### src/rtl/vga_pkg.sv
// Shared VGA definitions: sub-pixel phase encodings, 640x480@60 timing
// constants and counter widths. Also imported by the text-mode pixel generator.
package vga_pkg;

   // Sub-pixel phases within one 25 MHz pixel (four 100 MHz clocks)
   typedef enum logic [1:0] {
      TEXT_FETCH  = 2'd0,
      GLYPH_FETCH = 2'd1,
      WAIT        = 2'd2,
      DRAW        = 2'd3
   } pixel_state_e;

   localparam int VGA_SUB_PIXEL_WIDTH = 2;
   localparam int VGA_PIXEL_WIDTH     = 10;
   localparam int VGA_LINE_WIDTH      = 10;

   localparam int VGA_H_VISIBLE = 640;
   localparam int VGA_H_FP      = 16;
   localparam int VGA_H_SYNC    = 96;
   localparam int VGA_H_BP      = 48;

   localparam int VGA_V_VISIBLE = 480;
   localparam int VGA_V_FP      = 10;
   localparam int VGA_V_SYNC    = 2;
   localparam int VGA_V_BP      = 33;

   // 640x480 uses negative sync polarity
   localparam logic VGA_SYNC_ACTIVE = 1'b0;

   // Inclusive window test done at 32 bits so no counter value is truncated
   function automatic logic in_window(input int unsigned v,
                                      input int unsigned lo,
                                      input int unsigned hi);
      return (v >= lo) && (v <= hi);
   endfunction

endpackage

### src/rtl/vga_wrap_counter.sv
// Modulo-(MAX+1) counter with a combinational wrap flag so several
// instances can be chained (phase -> pixel -> line).
module vga_wrap_counter #(
   parameter int WIDTH = 10,
   parameter int MAX   = 799
) (
   input  logic             clk,
   input  logic             reset,
   input  logic             clear,
   input  logic             inc,
   output logic [WIDTH-1:0] count,
   output logic             wrap
);

   localparam logic [WIDTH-1:0] MAX_C = WIDTH'(MAX);

   logic [WIDTH-1:0] count_q;
   logic [WIDTH-1:0] count_d;

   // Next count: advance on inc, return to zero after MAX
   always_comb begin
      wrap    = inc && (count_q == MAX_C);
      count_d = count_q;
      if (inc) begin
         count_d = wrap ? '0 : count_q + 1'b1;
      end
   end

   // Count register; reset and clear both force zero
   always_ff @(posedge clk) begin
      if (reset || clear) begin
         count_q <= '0;
      end else begin
         count_q <= count_d;
      end
   end

   assign count = count_q;

endmodule

### src/rtl/vga_timing_generator.sv
// VGA timing master: sub-pixel phase, pixel and line counters plus
// hsync/vsync/video_on aligned to the pixel generator's colour register.
// Optional feature macro: VGA_FRAME_STROBE_EN enables the frame_start strobe;
// without it frame_start is tied low.
module vga_timing_generator
   import vga_pkg::*;
#(
   parameter int   SUB_PIXEL_WIDTH = VGA_SUB_PIXEL_WIDTH,
   parameter int   PIXEL_WIDTH     = VGA_PIXEL_WIDTH,
   parameter int   LINE_WIDTH      = VGA_LINE_WIDTH,
   parameter int   H_VISIBLE       = VGA_H_VISIBLE,
   parameter int   H_FP            = VGA_H_FP,
   parameter int   H_SYNC          = VGA_H_SYNC,
   parameter int   H_BP            = VGA_H_BP,
   parameter int   V_VISIBLE       = VGA_V_VISIBLE,
   parameter int   V_FP            = VGA_V_FP,
   parameter int   V_SYNC          = VGA_V_SYNC,
   parameter int   V_BP            = VGA_V_BP,
   parameter logic SYNC_ACTIVE     = VGA_SYNC_ACTIVE
) (
   input  logic                       clk,
   input  logic                       reset,
   input  logic                       enable,
   output logic [PIXEL_WIDTH-1:0]     pixel_counter,
   output logic [LINE_WIDTH-1:0]      line_counter,
   output logic [SUB_PIXEL_WIDTH-1:0] pixel_state,
   output logic                       hsync,
   output logic                       vsync,
   output logic                       video_on,
   output logic                       frame_start
);

   localparam int H_TOTAL      = H_VISIBLE + H_FP + H_SYNC + H_BP;
   localparam int V_TOTAL      = V_VISIBLE + V_FP + V_SYNC + V_BP;
   localparam int H_SYNC_START = H_VISIBLE + H_FP;
   localparam int H_SYNC_END   = H_SYNC_START + H_SYNC - 1;
   localparam int V_SYNC_START = V_VISIBLE + V_FP;
   localparam int V_SYNC_END   = V_SYNC_START + V_SYNC - 1;

   logic phase_wrap;
   logic pixel_wrap;
   logic line_wrap;
   logic hold;

   // enable low restarts the frame rather than pausing it
   assign hold = ~enable;

   vga_wrap_counter #(.WIDTH(SUB_PIXEL_WIDTH), .MAX((2 ** SUB_PIXEL_WIDTH) - 1)) u_phase (
      .clk   (clk),
      .reset (reset),
      .clear (hold),
      .inc   (1'b1),
      .count (pixel_state),
      .wrap  (phase_wrap)
   );

   vga_wrap_counter #(.WIDTH(PIXEL_WIDTH), .MAX(H_TOTAL - 1)) u_pixel (
      .clk   (clk),
      .reset (reset),
      .clear (hold),
      .inc   (phase_wrap),
      .count (pixel_counter),
      .wrap  (pixel_wrap)
   );

   vga_wrap_counter #(.WIDTH(LINE_WIDTH), .MAX(V_TOTAL - 1)) u_line (
      .clk   (clk),
      .reset (reset),
      .clear (hold),
      .inc   (pixel_wrap),
      .count (line_counter),
      .wrap  (line_wrap)
   );

   logic hsync_q, hsync_d;
   logic vsync_q, vsync_d;
   logic video_on_q, video_on_d;

   // Decode sync/blank from the pre-increment counters; update only as DRAW ends
   always_comb begin
      hsync_d    = hsync_q;
      vsync_d    = vsync_q;
      video_on_d = video_on_q;
      if (phase_wrap) begin
         hsync_d = in_window(32'(pixel_counter), H_SYNC_START, H_SYNC_END)
                   ? SYNC_ACTIVE : ~SYNC_ACTIVE;
         vsync_d = in_window(32'(line_counter), V_SYNC_START, V_SYNC_END)
                   ? SYNC_ACTIVE : ~SYNC_ACTIVE;
         video_on_d = (32'(pixel_counter) < H_VISIBLE) && (32'(line_counter) < V_VISIBLE);
      end
   end

   // Sync/blank output registers; reset or hold forces inactive levels
   always_ff @(posedge clk) begin
      if (reset || hold) begin
         hsync_q    <= ~SYNC_ACTIVE;
         vsync_q    <= ~SYNC_ACTIVE;
         video_on_q <= 1'b0;
      end else begin
         hsync_q    <= hsync_d;
         vsync_q    <= vsync_d;
         video_on_q <= video_on_d;
      end
   end

   assign hsync    = hsync_q;
   assign vsync    = vsync_q;
   assign video_on = video_on_q;

`ifdef VGA_FRAME_STROBE_EN
   logic frame_start_q;

   // One-clock strobe on the edge where the whole frame wraps to (0,0)
   always_ff @(posedge clk) begin
      if (reset || hold) begin
         frame_start_q <= 1'b0;
      end else begin
         frame_start_q <= line_wrap;
      end
   end

   assign frame_start = frame_start_q;
`else
   logic line_wrap_unused;

   assign line_wrap_unused = line_wrap;
   assign frame_start      = 1'b0;
`endif

endmodule

### config.mk
export PLATFORM = sky130hd
export DESIGN_NAME = vga_timing_generator
export DESIGN_NICKNAME = d
export VERILOG_FILES = /design/src/rtl/vga_pkg.sv /design/src/rtl/vga_wrap_counter.sv /design/src/rtl/vga_timing_generator.sv
export SDC_FILE = /design/constraint.sdc
export NUM_CORES = 1
export LEC_CHECK = 0
export CAP_MARGIN = 20
export CORE_MARGIN = 8
export CORE_UTILIZATION = 48
export CTS_BUF_LIST = sky130_fd_sc_hd__clkbuf_16
export DETAILED_ROUTE_END_ITERATION = 8
export GPL_TIMING_DRIVEN = 0
export PLACE_DENSITY = 0.78
export SKIP_LAST_GASP = 1
export SYNTH_ARGS = -nofsm -noshare
export SYNTH_HDL_FRONTEND = slang
export SYNTH_SLANG_ARGS = --single-unit
### constraint.sdc
create_clock -name clk -period 2.8 [get_ports clk]
set_input_delay 0.56 -clock clk [delete_from_list [all_inputs] [get_ports clk]]
set_output_delay 0.56 -clock clk [all_outputs]
set_load 0.01 [all_outputs]
==> results of run 1 <==
-- power by group through the flow --
| stage | Clock, mW | Sequential [mW] | Combinational [mW] |
|---|---|---|---|
| 2_1_floorplan | 0 | 0.367 | 0.00961 |
| 3_3_place_gp | 0 | 0.366 | 0.0189 |
| 3_5_place_dp | 0 | 0.366 | 0.0194 |
| 4_1_cts | 0.330 | 0.358 | 0.0195 |
| 5_1_grt | 0.341 | 0.358 | 0.0217 |
| 6_report | 0.322 | 0.358 | 0.0193 |
-- synth_stat cells --
cell      instances  share of area (%)
a21oi_1           8                3.3
and3_2            1               0.62
and4_1            2                1.4
and4_2            1               0.83
buf_4             1               0.62
clkbuf_1          3               0.93
conb_1            1               0.31
dfxtp_1          25                 41
ha_1              6                6.2
inv_1             6                1.9
nand2_1           8                2.5
nand2b_1          6                3.1
nand3_1          10                4.1
nand4_1           6                3.1
nand4b_1          1               0.72
nor2_1           13                4.0
nor2b_1           1               0.52
nor3_1            3                1.2
nor3b_1           1               0.62
nor4_1            2                1.0
nor4b_1           1               0.72
o21ai_0           7                2.9
o21ai_1           1               0.41
o41ai_1           1               0.72
or3_1             6                3.1
or3_2             1               0.62
or4_1             1               0.62
or4_4             2                1.9
or4b_4            1                1.1
xnor2_1           5                3.6
xor2_1            8                5.8
-- cells by family (layout without fill, tap and decap cells) --
logic type / Yosys count / count (layout)
other cells: 1 / 1
flops: 25 / 25
buf+inv: 10 / 41
compound gates: 17 / 17
fa+ha+maj: 6 / 6
simple gates: 67 / 67
xor+xnor: 13 / 13
-- worst min path at each step --
stage	cells past startpoint	end	slack (ns)	startpoint
after floorplan	2	video_on$_SDFFE_PP0N_	0.49	video_on$_SDFFE_PP0N_
after global placement	1	u_phase.count[0]$_SDFF_PP0_	0.44	u_phase.count[0]$_SDFF_PP0_
after detailed placement	1	u_phase.count[0]$_SDFF_PP0_	0.45	u_phase.count[0]$_SDFF_PP0_
after CTS	1	u_phase.count[0]$_SDFF_PP0_	0.46	u_phase.count[0]$_SDFF_PP0_
after global routing	1	u_phase.count[0]$_SDFF_PP0_	0.47	u_phase.count[0]$_SDFF_PP0_
final	1	u_phase.count[0]$_SDFF_PP0_	0.46	u_phase.count[0]$_SDFF_PP0_
-- layer usage --
layer  part of all wire (%)  GRT usage, %
met1                     46          15.8
met3                    6.4          5.25
met4                    2.4          6.67
met2                     45          22.1
met5                      0             0
-- worst max-delay path: cells and delay by family, from the launching register on --
kind | cells | cell delay [ns]
compound gates | 1 | 0.51
simple gates | 3 | 1.18
flops | 1 | 0.44
-- registers in the layout (all words and copies together) (netlist names) --
name	flops
hsync	1
vsync	1
video_on	1
u_line.count	10
u_pixel.count	10
u_phase.count	2
-- final cells by class --
| class | instances | area share [%] |
|---|---|---|
| multi-input cells | 104 | 41.8 |
| well taps | 30 | 2.35 |
| flip-flops and latches | 25 | 31.3 |
| inverters | 6 | 1.41 |
| repair buffers | 27 | 16.9 |
| clock inverters | 1 | 0.469 |
| plain buffers | 4 | 1.17 |
| clock buffers | 3 | 4.69 |
-- stage by stage --
step / setup slack (ns) / area (um^2) / instances / power, mW / hold WS, ns
floorplan: 0.748 / 1210 / 139 / 0.377 / 0.494
global placement: 0.570 / 1520 / 196 / 0.385 / 0.440
detailed placement: 0.530 / 1520 / 196 / 0.386 / 0.450
CTS: 0.525 / 1600 / 200 / 0.707 / 0.463
global route: 0.362 / 1600 / 200 / 0.721 / 0.469
finish: 0.536 / 1600 / 200 / 0.700 / 0.462
==> results by group, run 1 <==
Worst setup path
  – Setup CP Type: reg2reg
  – CP max stage delay: 0.54 ns
  – Crit-path cells: or4b_4, or3_2, o21ai_1, nor2_1
  – Critical Path Start Type: register
  – CP required: 2.93 ns
  – CP endpoint kind: register
  – Crit-path slowest cell: or4b_4
  – Crit-path max FO: 8
  – Critical path capture point: u_line.count[0]$_SDFFE_PP0N_
  – Crit path from: u_pixel.count[4]$_SDFFE_PP0N_
  – FF-to-FF End: u_line.count[0]$_SDFFE_PP0N_
  – Worst R2R Path Depth: 4
  – Critical Path AT: 2.39 ns
  – Worst reg2reg startpoint: u_pixel.count[4]$_SDFFE_PP0N_
  – FF-to-FF setup slack: 0.54 ns

CTS
  – CTS tree: built
  – Postcts setup bufs: 0
  – Clock transition at path regs: 0.07 ns
  – CTS buffer count: 3
  – CTS Buffer Depth: 2
  – Worst-Skew Late Latency: 0.26 ns
  – Post-CTS Resized: 0
  – Clock root buffer: clkbuf_16
  – Cts hold-fix bufs: 0
  – CTS H-tree lvls: 1
  – CTS sink count: 25

Timing
  – Final hold vios: 0
  – Slew Limit Fails: 0
  – Fmax: 0.442 GHz
  – Final Setup Violations: 0
  – Clock skew: 0.00477 ns
  – Worst Tran Pin Value: 0.578 ns
  – Setup_tns: 0 ns
  – Slew headroom: 61.2%
  – Crit share post-route: 80.8%
  – RSZ-0062 raised after global routing: no
  – Minimum clock period: 2.26 ns

Yosys
  – Post-synthesis mux area share: 0%
  – Synth Area in Simple Gates: 32.0%
  – Complex-gate fraction of the synthesized area: 7.34%
  – Synth unique cells: 31
  – Synthesized instance count: 139
  – Adder-cell share of the synthesized area: 6.20%
  – Largest family of logic cells by synthesized area: simple AND/OR/NAND/NOR gates
  – Seq/Total Area, Yosys: 41.4%
  – Synth Cell Area: 0.00121 mm^2
  – Post-Synthesis Net Count: 148
  – Synth Area in XOR/XNOR: 9.41%
  – Syn. warnings: 0
  – Register bit total from synthesis: 25
  – Mean area per synthesized cell: 8.70 um^2

Final layout
  – Commonest non-fill, non-tap cell in the layout: clkdlybuf4s50_1
  – Nets: 180
  – Final antenna diode count: 0
  – Layout Area Growth over Synthesis: 32.3%
  – Fillers: 217
  – Share of post-route cells with drive strength above 1: 6.47%
  – Post-layout util: 65.8%
  – Most frequent cells in the layout: clkdlybuf4s50_1 (27), dfxtp_1 (25), nor2_1 (13)
  – Reg area: 500 um^2
  – Multi-input gate area: 668 um^2

Floorplan
  – Die Span Y: 66.2 um
  – Core area: 0.00243 mm^2
  – Site row count: 18
  – DIE AREA: 0.00438 mm^2
  – Die width: 66.2 um
  – # IOs: 29
  – Initial Utilization: 49.7%

Pwr
  – Cell internal pwr: 0.560 mW
  – Clock network power share: 46.1%
  – Combinational power share: 2.8%
  – Switch share: 20.0%
  – PwrDens: 437 mW/mm^2
  – Sequential Power Share: 51.2%
  – Net switching power: 0.140 mW
  – VDD IR max: 327 uV
  – Pleak: 0.519 nW

Detailed routing
  – Final ANT Viol Nets: 0
  – Drt first pass iters: 4
  – Vias: 1085
  – DRT iter0 DRCs: 54
  – Drt total wl: 2820 um
  – DRC: 0
  – DR vias/cell: 5.43
  – Avg WL per Cell: 14.1 um

Global route
  – Wire length of the first global-routing pass: 4830 um
  – Total gr overflow: 0
  – Largest net degree at the start of global routing: 16
  – Initial antenna violation count: 0
  – Vias in the first global route: 1054
  – GRT Util Overall: 13.8%

Run status
  – Status: complete, no violations

Placed design
  – IO buf count: 27
  – Placed wire-length estimate: 2120 um
  – Final GP Congestion: 0.782

Run
  – Max-capacitance violation count: 0

Hold path
  – HP Class: reg2reg
No activity file was read; power rests on OpenSTA's default activity.
==> run 2: changes to the inputs <==
- clock period: 2.8 -> 2.1 ns (I/O delays scaled with it)
==> run 2 against run 1 <==
  * Setup slack worse by 0.48 ns
  * Routed wire length is 0.57% higher
  * Highest routed layer unchanged
  * Combinational power increased by 40%
  * Hold slack better by 0.0031 ns
  * Register-to-register slack got worse by 0.48 ns
  * Power up 34%
  * Critical path depth is the same
  * Clock skew barely moved
  * Clock power up 34%
  * Sequential share of layout area decreased by 0.39 points
  * Cell count increased by 1.0%
==> results by group, run 2 (synthesis results as in run 1) <==
CTS
  – Cts hold-fix bufs: 0
  – CTS sink count: 25
  – CTS Buffer Depth: 2
  – CTS tree: built
  – Clock root buffer: clkbuf_16
  – CTS buffer count: 3
  – Worst-Skew Late Latency: 0.26 ns
  – Clock transition at path regs: 0.07 ns
  – CTS H-tree lvls: 1

Pwr
  – Total power: 0.938 mW
  – VDD IR max: 440 uV
  – PwrDens: 574 mW/mm^2
  – Pleak: 0.528 nW

Worst setup path
  – Crit-path max FO: 7
  – CP required: 2.29 ns
  – Crit-path cells: or4b_4, or4_4, or3_1, a21oi_1
  – Delay-heaviest family, CP: simple AND/OR/NAND/NOR gates
  – Critical Path Start Type: register
  – Setup CP Type: reg2reg
  – CP max stage delay: 0.58 ns
  – Critical Path AT: 2.24 ns
  – CP endpoint kind: register
  – Critical path depth: 4
  – Crit-path slowest cell: or4b_4
  – Worst R2R Path Depth: 4
  – CP Buf/Inv Count: 0

Timing
  – Final hold vios: 0
  – Final Setup Violations: 0
  – Slew Limit Fails: 0
  – Fmax: 0.489 GHz
  – Clock skew: 0.00490 ns
  – Setup ws final: 0.0556 ns
  – Minimum clock period: 2.04 ns
  – Crit share post-route: 97.4%
  – Hold slack: 0.465 ns

Detailed routing
  – Drt total wl: 2840 um
  – DRT iter0 DRCs: 46
  – Drt first pass iters: 4
  – DR vias/cell: 5.47
  – Final ANT Viol Nets: 0
  – Avg WL per Cell: 14.0 um
  – Vias: 1104
  – DRC: 0

Final layout
  – Multi-input gate area: 682 um^2
  – Layout Area Growth over Synthesis: 35.0%
  – Post-layout util: 67.1%
  – Share of post-route cells with drive strength above 1: 10.5%
  – Final antenna diode count: 0
  – Final Non-Filler Cells: 202
  – Nets: 182
  – Most frequent cells in the layout: clkdlybuf4s50_1 (27), dfxtp_1 (22), nor2_1 (13)
  – Fillers: 215
  – Commonest non-fill, non-tap cell in the layout: clkdlybuf4s50_1
  – Reg area: 504 um^2

Hold path
  – HP Class: reg2reg
  – Cells on Worst Hold Path: 1

Global route
  – Initial antenna violation count: 0
  – Wire length of the first global-routing pass: 4840 um
  – Total gr overflow: 0
  – GRT Util Overall: 13.9%
  – Largest net degree at the start of global routing: 16
  – Vias in the first global route: 1050

Floorplan
  – Site row count: 18
  – Initial Utilization: 49.7%
  – # IOs: 29
  – Die width: 66.2 um
  – Die Span Y: 66.2 um
  – Core area: 0.00243 mm^2
  – DIE AREA: 0.00438 mm^2

Run status
  – Status: complete, no violations

Run
  – Max-capacitance violation count: 0

Placed design
  – Final GP Congestion: 0.782
  – Placed Cells incl. Taps: 196
  – Pre-CTS setup slack: -0.170 ns
  – Placed wire-length estimate: 2120 um
  – IO buf count: 27
[run 2: changes by cell type in the layout (fill, tap and decap cells not counted)]
cell / change
ha_2: +1
buf_4: +2
dfxtp_1: -3
o21ai_1: -1
o21ai_4: +1
dfxtp_2: +3
ha_1: -1
[run 2: final timing paths]
path	from	endpoint	slack, ns
setup reg to reg	u_pixel.count[5]$_SDFFE_PP0N_	u_line.count[9]$_SDFFE_PP0N_	0.06
hold reg to reg	u_phase.count[0]$_SDFF_PP0_	u_phase.count[0]$_SDFF_PP0_	0.47
setup / recovery	u_pixel.count[5]$_SDFFE_PP0N_	u_line.count[9]$_SDFFE_PP0N_	0.06
hold / removal	u_phase.count[0]$_SDFF_PP0_	u_phase.count[0]$_SDFF_PP0_	0.47
[run 2: final cells by class]
class,count,share of cell area [%]
multi-input combinational,104,41.8
sequential,25,30.9
timing repair buffer,29,17.5
clock buffer,3,4.60
tap,30,2.30
inverter,6,1.38
buffer,4,1.15
clock inverter,1,0.460
[run 2: worst reg2reg max path, cell delays in order, from the launching register on]
cell,delay (ns)
dfxtp_2,0.35
or4b_4,0.58
or4_4,0.58
or3_1,0.32
a21oi_1,0.15
[run 2: power by group]
group	internal (mW)	switching (mW)	total (mW)
combinational	0.0128	0.0142	0.0270
sequential	0.476	0.00153	0.478
clock	0.259	0.175	0.433
[run 2: repair_timing]
action,CTS,global route
endpoints found under the setup margin,8,9
setup buffers,0,2
cloned,0,0
resized for setup,2,4
pin swaps,0,1
[run 2: per-stage QoR]
| step | TNS, ns | area (um^2) |
|---|---|---|
| global placement | -0.954 | 1520 |
| finish | 0 | 1630 |
| detailed placement | -1.25 | 1520 |
| CTS | 0 | 1610 |
| global route | -0.0155 | 1630 |
| floorplan | 0 | 1210 |
[run 2: layer usage]
layer / vias up / track usage, % / share of wire [%]
met5: - / 0 / 0
met2: 23 / 22.1 / 46
met1: 519 / 15.9 / 45
met3: 7 / 5.25 / 6.4
met4: 0 / 6.67 / 2.4
li1: 555 / - / -
